<file path="config.mk">
export PLATFORM = sky130hd
export DESIGN_NAME = idex_hazard_ctrl
export DESIGN_NICKNAME = d
export VERILOG_FILES = /design/src/rtl/idex_hazard_ctrl.sv
export SDC_FILE = /design/constraint.sdc
export NUM_CORES = 1
export LEC_CHECK = 0
export BUFFER_PORTS_ARGS = -buffer_cell sky130_fd_sc_hd__buf_4
export CAP_MARGIN = 25
export CORE_ASPECT_RATIO = 0.5
export CORE_MARGIN = 10
export CORE_UTILIZATION = 45
export DETAILED_ROUTE_END_ITERATION = 6
export PLACE_DENSITY = 0.73
export RECOVER_POWER = 100
export SYNTH_ARGS = -nofsm -noshare
export SYNTH_HDL_FRONTEND = slang
export SYNTH_SLANG_ARGS = --single-unit
</file>
<file path="constraint.sdc">
create_clock -name Clk -period 4 [get_ports Clk]
set_input_delay 0.6 -clock Clk [delete_from_list [all_inputs] [get_ports Clk]]
set_output_delay 0.6 -clock Clk [all_outputs]
set_load 0.02 [all_outputs]
</file>
<file path="src/rtl/idex_hazard_ctrl.sv">
// ID/EX hazard and sequencing controller: RAW stall detection, taken-branch squash, saturating stats.
// Optional build macro HAZARD_FWD_EN: a forwarding unit exists, so only load-use hazards stall.
module idex_hazard_ctrl #(
   parameter int CNT_W = 16
) (
   input  logic             Clk,
   input  logic             Reset,
   input  logic [4:0]       ID_Rs,
   input  logic [4:0]       ID_Rt,
   input  logic             ID_UsesRs,
   input  logic             ID_UsesRt,
   input  logic             EX_RegWrite,
   input  logic             EX_MemRead,
   input  logic [4:0]       EX_DestReg,
   input  logic             MEM_RegWrite,
   input  logic [4:0]       MEM_DestReg,
   input  logic             EX_BranchTaken,
   output logic             PCWrite,
   output logic             IFID_Write,
   output logic             IFID_Flush,
   output logic             IDEX_Bubble,
   output logic             Stalled,
   output logic [CNT_W-1:0] StallCycles,
   output logic [CNT_W-1:0] FlushCount
);

   typedef enum logic {RUN, STALL} state_t;

   state_t state;
   logic   match_ex;
   logic   hazard;
   logic   need_two;
   logic   stall;
   logic   flush;

   // Register 0 is hardwired, so it can never be a real producer.
   assign match_ex = EX_RegWrite && (EX_DestReg != 5'd0) &&
                     ((ID_UsesRs && (ID_Rs == EX_DestReg)) ||
                      (ID_UsesRt && (ID_Rt == EX_DestReg)));

`ifdef HAZARD_FWD_EN
   logic unused_mem_inputs;
   assign unused_mem_inputs = &{1'b0, MEM_RegWrite, MEM_DestReg};
   assign hazard   = match_ex && EX_MemRead;
   assign need_two = 1'b0;
`else
   logic match_mem;
   logic unused_memread;
   assign unused_memread = &{1'b0, EX_MemRead};
   assign match_mem = MEM_RegWrite && (MEM_DestReg != 5'd0) &&
                      ((ID_UsesRs && (ID_Rs == MEM_DestReg)) ||
                       (ID_UsesRt && (ID_Rt == MEM_DestReg)));
   // Split-cycle regfile: an EX producer needs two bubbles, a MEM producer one.
   assign hazard   = match_ex || match_mem;
   assign need_two = match_ex;
`endif

   assign flush   = EX_BranchTaken;
   assign stall   = (state == STALL) || hazard;
   assign Stalled = (state == STALL);

   always_comb begin
      PCWrite     = 1'b1;
      IFID_Write  = 1'b1;
      IFID_Flush  = 1'b0;
      IDEX_Bubble = 1'b0;
      if (Reset) begin
         PCWrite     = 1'b0;
         IFID_Write  = 1'b0;
         IFID_Flush  = 1'b1;
         IDEX_Bubble = 1'b1;
      end else if (flush) begin
         IFID_Flush  = 1'b1;
         IDEX_Bubble = 1'b1;
      end else if (stall) begin
         PCWrite     = 1'b0;
         IFID_Write  = 1'b0;
         IDEX_Bubble = 1'b1;
      end
   end

   // A taken branch wins over any owed stall cycle and returns to RUN.
   always_ff @(posedge Clk or posedge Reset) begin
      if (Reset) begin
         state       <= RUN;
         StallCycles <= '0;
         FlushCount  <= '0;
      end else begin
         if (flush)
            state <= RUN;
         else if ((state == RUN) && hazard && need_two)
            state <= STALL;
         else
            state <= RUN;
         if (stall && !flush && (StallCycles != '1))
            StallCycles <= StallCycles + CNT_W'(1);
         if (flush && (FlushCount != '1))
            FlushCount <= FlushCount + CNT_W'(1);
      end
   end

endmodule

</file>
==> impl_metrics.ini, run 1 <==
[outcome]
status = finished, final reports clean

[floorplan]
die_width_um = 111.2
start_util_pct = 47.25
ioPinCount = 65
fp-row-count = 16
dieArea_mm2 = 0.007300
core_area_mm2 = 0.003964
die_h_um = 65.62

[clock_network]
root_buffer = clkbuf_8
clkTransAtPathRegs_ns = 0.07
htreeDepth = 2
cts_resized = 0
post_cts.repair.setup_buffers = 0
clock_sinks = 33
hold_buffers = 0
clock_latency_ns = 0.28
cts_tree = done
cts_inserted_buffers = 5
cts_max_path_buffers = 2

[setup_path]
timing_worst_setup_path_type = in -> out
crit_end = IDEX_Bubble
timing.rr.start = FlushCount[4]
critPathCaptureType = primary output
r2r_slack_ns = 1.73
cpPeakStageDelay_ns = 0.46
crit_chain = buf_4 > xor2_1 > nor4_1 > a32oi_1 > o221ai_4 > or2_1 > clkbuf_1
r2r_end = FlushCount[10]
startpoint_type = input port
crit_start = ID_Rt[2]
cp.arrival_ns = 2.31
cpMaxStageDelayCell = o221ai_4
worst_ep_required_time_ns = 3.40
rr_worst_depth = 6
crit_fanout = 17

[synth]
synth.avg_cell_area_um2 = 10.95
syn-num-nets = 201
synth_cell_types = 34
seq_area_frac_synth_pct = 44.09
syn_inst = 171
synth_area_mm2 = 0.001873
synth_seq_cells = 33
synth_warnings = 0

[sta]
grt_setup_unrepaired = false
timing.setup.tns_ns = 0
fin_skew_ns = 0.003766
fin_ws_ns = 1.086
max_freq_mhz = 343.2
tightest_slew_ns = 0.7772
min_period_ns = 2.914
slew_headroom_pct = 47.88
hold_violations = 0
finalSetupViolCount = 0
slew_violations = 0
finalCritPeriodShare_pct = 72.85

[global_routing]
grt_start_max_net_pins = 35
antenna_found_initial = 0
grt_pass1_wl_um = 7769
grt_pass1_vias = 1555
grt-ovfl-total = 0
track_usage_pct = 12.77

[layout]
nets = 270
layout_common_cells = clkbuf_1, dfrtp_1, xnor2_1
syn2layout_area_growth_pct = 24.58
drive_gt1_share_pct = 16.18
final_common_cell = clkbuf_1
diodes = 0
nFillCells = 367
finish.instance_area_mm2 = 0.002333
finalCoreUtilization_pct = 58.87

[placement]
place_ws_ns = 1.188
port_buffers = 63
gp_congestion = 0.8862
place_hpwl_um = 3626
placed_cell_area_mm2 = 0.002402

[pwr]
p_total_mw = 1.019
comb_power_share_pct = 24.5
p_leak_nw = 1.016
switching_share_pct = 33.02
p_clk_share_pct = 31.9
pwr_density_cell_mw_per_mm2 = 436.9
p_sw_mw = 0.3366
seq_power_share_pct = 43.6
internal-power_mw = 0.6829
vdd_drop_max_mv = 0.2585

[worst_hold_path]
worstHoldPathType = in -> async

[route]
via_per_inst = 5.227
drtIter0Drc = 118
routed_wl_um = 4758
first_pass_iters = 4
antenna_left = 0
wl_per_cell_um = 16.13
drc = 0
vias = 1542

[flow_run]
drv_cap = 0
==> through the flow <==
stage	std cells	hold WS, ns
global route	295	0.4339
global placement	287	0.4518
floorplan	171	0.5722
finish	295	0.3884
detailed placement	287	0.4752
CTS	295	0.4244
==> critical path, delay by kind of cell <==
| kind | cells | cell delay, ns |
|---|---|---|
| xor+xnor | 1 | 0.17 |
| buf+inv | 2 | 0.35 |
| simple gates | 2 | 0.56 |
| compound gates | 2 | 0.63 |
==> layout make-up <==
type / instances / area [um2] / share of cell area [%]
clock buffer: 7 / 86.33 / 3.700
clock inverter: 1 / 30.03 / 1.287
inverter: 3 / 11.26 / 0.4826
multi-input combinational: 133 / 978.4 / 41.93
sequential: 33 / 825.8 / 35.39
tap: 54 / 67.56 / 2.895
timing repair buffer: 64 / 334.1 / 14.32
==> routing by layer <==
layer / wire (um) / part of all wire (%) / GRT usage (%)
met5: 0 / 0 / 0
met4: 14 / 0.29 / 4.936
met3: 167 / 3.5 / 2.717
met2: 2299 / 48 / 21.73
met1: 2276 / 48 / 15.76
==> registers in the layout, indices dropped and copies added (netlist names) <==
register and cells:
FlushCount 16, StallCycles 16, Stalled 1
==> power by group through the flow <==
stage / logic, mW / registers (mW) / clock network [mW]
after floorplan: 0.112 / 0.500 / 0
after global placement: 0.300 / 0.447 / 0
after detailed placement: 0.306 / 0.451 / 0
after CTS: 0.308 / 0.445 / 0.331
after global routing: 0.272 / 0.452 / 0.347
final: 0.250 / 0.445 / 0.325
==> cells in the mapped netlist <==
cell	count	area, um2
dfrtp_1	33	825.8
xnor2_1	27	236.5
xor2_1	22	192.7
nand2_1	13	48.80
nand4_1	11	68.82
and3_1	10	62.56
nand3_1	9	45.04
nor4_1	5	31.28
and2_1	4	25.02
and4_1	4	35.03
nor2_1	4	15.01
inv_1	3	11.26
a32oi_1	2	17.52
and2_2	2	15.01
ha_1	2	25.02
or4_1	2	15.01
a211oi_4	1	20.02
a21oi_1	1	5.000
a21oi_2	1	8.760
a31oi_4	1	21.27
and3_2	1	7.510
and4_4	1	11.26
buf_4	1	7.510
buf_6	1	11.26
mux2_1	1	11.26
mux2_2	1	11.26
mux2_4	1	15.01
nor3b_2	1	12.51
o21ai_0	1	5.000
o21ai_1	1	5.000
o21ai_2	1	8.760
o221ai_4	1	26.28
o311ai_0	1	8.760
or2_1	1	6.260
==> worst min path at each step <==
stage / start / end / slack [ns] / depth (start not counted)
finish: Reset / FlushCount[3] / 0.39 / 3
global route: Reset / StallCycles[2] / 0.43 / 3
CTS: Reset / StallCycles[1] / 0.42 / 3
detailed placement: Stalled / Stalled / 0.48 / 1
global placement: Stalled / Stalled / 0.45 / 1
floorplan: Stalled / Stalled / 0.57 / 1
==> cell families (layout without fill, tap and decap cells) <==
| family | after synthesis | after routing | share of synthesized area (%) |
|---|---|---|---|
| buffers and inverters | 5 | 75 | 1.603 |
| XOR/XNOR | 49 | 49 | 22.91 |
| AND/OR/NAND/NOR | 68 | 68 | 21.31 |
| flip-flops | 33 | 33 | 44.09 |
| adder cells (fa/ha/maj) | 2 | 2 | 1.336 |
| multiplexers | 3 | 3 | 2.004 |
| AO/OA/AOI/OAI | 11 | 11 | 6.747 |
Power figures use the tool's default switching activity.
==> inputs of run 2 (changes only) <==
--- a/config.mk
+++ b/config.mk
@@ -5,13 +5,14 @@
 export SDC_FILE = /design/constraint.sdc
 export NUM_CORES = 1
 export LEC_CHECK = 0
+export ABC_AREA = 1
 export BUFFER_PORTS_ARGS = -buffer_cell sky130_fd_sc_hd__buf_4
 export CAP_MARGIN = 25
 export CORE_ASPECT_RATIO = 0.5
 export CORE_MARGIN = 10
 export CORE_UTILIZATION = 45
 export DETAILED_ROUTE_END_ITERATION = 6
-export PLACE_DENSITY = 0.73
+export PLACE_DENSITY = 0.74
 export RECOVER_POWER = 100
 export SYNTH_ARGS = -nofsm -noshare
 export SYNTH_HDL_FRONTEND = slang
==> constraint.sdc (replaced) <==
create_clock -name Clk -period 2.44 [get_ports Clk]
set_input_delay 0.366 -clock Clk [delete_from_list [all_inputs] [get_ports Clk]]
set_output_delay 0.366 -clock Clk [all_outputs]
set_load 0.02 [all_outputs]
==> run 2 against run 1 <==
The flow now finishes with violations (capacitance limit, slew limit). Sequential cell count unchanged. Core utilization decreased by 3.4 points. Hold slack got worse by 0.11 ns. First-iteration DRC count increased by 38%. Clock power increased by 25%. Register-to-register slack got worse by 1.3 ns. Synthesized area increased by 20%. Combinational power increased by 74%. Cell area increased by 16%. Clock skew increased by 0.0074 ns. Sequential share of layout area decreased by 4.9 points. Highest routed layer unchanged. Worst setup slack got worse by 0.63 ns.
==> impl_metrics.ini, run 2 <==
[outcome]
status = finished with violations
violations = capacitance limit, slew limit

[synth]
synth_edf_count = 0
synth_seq_cells = 33
synth_warnings = 0
seq_area_frac_synth_pct = 36.69
synthAdderAreaFrac_pct = 1.112
synth_top_family_by_area = simple AND/OR/NAND/NOR gates
synthFlopType = dfrtp_1
yosys.area.top_type = dfrtp_1
synth_most_common_cell = nand2_1
yosysTopAreaCellShare_pct = 36.69
synth_mux_area_share_pct = 0
synth_area_mm2 = 0.002251
synthTopCellsByCount = nand2_1, inv_1, dfrtp_1
yosys.area_share.simple_pct = 42.41
synth_compound_area_share_pct = 1.112
syn_inst = 328
syn-num-nets = 358
synth_area_leaders = dfrtp_1, nand2_1, inv_1
synthArstFlopShare_pct = 100.0
synthXorXnorAreaFrac_pct = 9.339
synth.avg_cell_area_um2 = 6.863
synth_cell_types = 27

[global_routing]
grt_pass1_vias = 2121
grt_start_max_net_pins = 34
antenna_found_initial = 0
grt_pass1_wl_um = 9798
grt-ovfl-total = 0
track_usage_pct = 13.60

[route]
via_per_inst = 4.880
first_pass_iters = 5
drc = 0
drtIter0Drc = 163
vias = 2269
wl_per_cell_um = 12.52
antenna_left = 0
routed_wl_um = 5823

[sta]
fin_skew_ns = 0.01113
timing.setup.tns_ns = 0
holdWs_ns = 0.2763
slew_violations = 34
tightest_slew_ns = 1.801
max_freq_mhz = 505.3
finalSetupViolCount = 0
grt_setup_unrepaired = false
finalCritPeriodShare_pct = 81.11
hold_violations = 0
slew_headroom_pct = -20.04
min_period_ns = 1.979

[placement]
gp_congestion = 0.8897
place_hpwl_um = 4618
port_buffers = 63

[layout]
syn2layout_area_growth_pct = 20.34
diodes = 0
nFillCells = 527
nets = 424
drive_gt1_share_pct = 11.39
layout_common_cells = nand2_1, inv_1, clkbuf_1
final_common_cell = nand2_1

[pwr]
vdd_drop_max_mv = 0.2642
pwr_density_cell_mw_per_mm2 = 573.1
p_leak_nw = 1.422

[floorplan]
die_width_um = 120.0
die_h_um = 70.01
dieArea_mm2 = 0.008403
core_area_mm2 = 0.004887
fp-row-count = 18
ioPinCount = 65
start_util_pct = 46.06

[clock_network]
hold_buffers = 0
cts_max_path_buffers = 2
post_cts.repair.setup_buffers = 0
cts_tree = done
cts_resized = 0
clock_sinks = 33
clkTransAtPathRegs_ns = 0.07
root_buffer = clkbuf_8
cts_inserted_buffers = 5
htreeDepth = 2
clock_latency_ns = 0.29

[setup_path]
crit_fanout = 14
critPathCaptureType = flop
startpoint_type = flop
timing.rr.start = StallCycles[0]
timing_worst_setup_path_type = reg -> reg
worst_ep_required_time_ns = 2.67
cp.arrival_ns = 2.21
crit_start = StallCycles[0]

[flow_run]
drv_cap = 1

[worst_hold_path]
worstHoldPathType = in -> reg
holdCritStartpoint = EX_BranchTaken
[run 2: cell count changes in the layout (fill, tap and decap cells not counted), sizes merged, moves of 10 or more]
cell   delta
nand2   +109
inv      +41
nor2     +32
xnor2    -17
nand4    +12
nand3    +11
and3     -10
[run 2: critical path, stage by stage (launching register included)]
cell	delay [ns]
dfrtp_1	0.40
ha_1	0.20
nand3_1	0.15
nor2_1	0.30
nand4_2	0.38
nand3_2	0.34
nand2_1	0.09
nand2_1	0.07
[run 2: path summary, 6_finish.rpt]
path | endpoint | slack (ns) | cells past startpoint
worst max register to register | StallCycles[13] | 0.46 | 7
worst min-delay path | Stalled | 0.28 | 2
worst min register to register | Stalled | 0.47 | 1
max in group asynchronous | StallCycles[15] | 0.65 | 3
worst max-delay path | StallCycles[13] | 0.46 | 7
min in group asynchronous | StallCycles[12] | 0.75 | 3
[run 2: area by class of cell]
cell class / instances / area, um2 / share of cell area, %
multi-input combinational: 244 / 1192 / 44.02
sequential: 33 / 825.8 / 30.48
timing repair buffer: 66 / 349.1 / 12.89
inverter: 44 / 167.7 / 6.189
tap: 70 / 87.58 / 3.233
clock buffer: 5 / 68.82 / 2.540
clock inverter: 3 / 17.52 / 0.6467
[run 2: routing by layer]
| layer | global-route usage (%) | vias up | part of all wire (%) |
|---|---|---|---|
| li1 | - | 1158 | - |
| met1 | 16.61 | 1039 | 44 |
| met2 | 23.12 | 65 | 49 |
| met3 | 3.609 | 7 | 5.9 |
| met4 | 3.590 | 0 | 0.96 |
| met5 | 0 | - | 0 |
[run 2: cells by family (layout without fill, tap and decap cells)]
group	count (synthesis)	count (layout)
DFF	33	33
xor gates and xnor gates	24	24
AOI/OAI and AO/OA	5	5
and+or+nand+nor	213	213
buffers and inverters	51	118
adders and majority gates	2	2
[run 2: per-stage QoR]
stage | power [mW] | instance area, um2 | utilization [%] | setup slack (ns) | std cells
floorplan | 1.002 | 2251 | - | 0.2224 | 328
global placement | 1.216 | 2791 | 57.12 | 0.5475 | 457
detailed placement | 1.233 | 2791 | 57.12 | 0.5387 | 457
CTS | 1.645 | 2878 | 58.88 | 0.5374 | 465
global route | 1.665 | 2709 | 55.43 | 0.2254 | 465
finish | 1.552 | 2709 | 55.43 | 0.4609 | 465
[run 2: report_power, final]
part | switching [mW] | internal [mW] | total, mW | leakage (nW)
Combinational | 0.286 | 0.148 | 0.434 | 0.942
Sequential | 0.0928 | 0.620 | 0.713 | 0.436
Clock | 0.209 | 0.197 | 0.405 | 0.0439
Total | 0.588 | 0.964 | 1.55 | 1.42
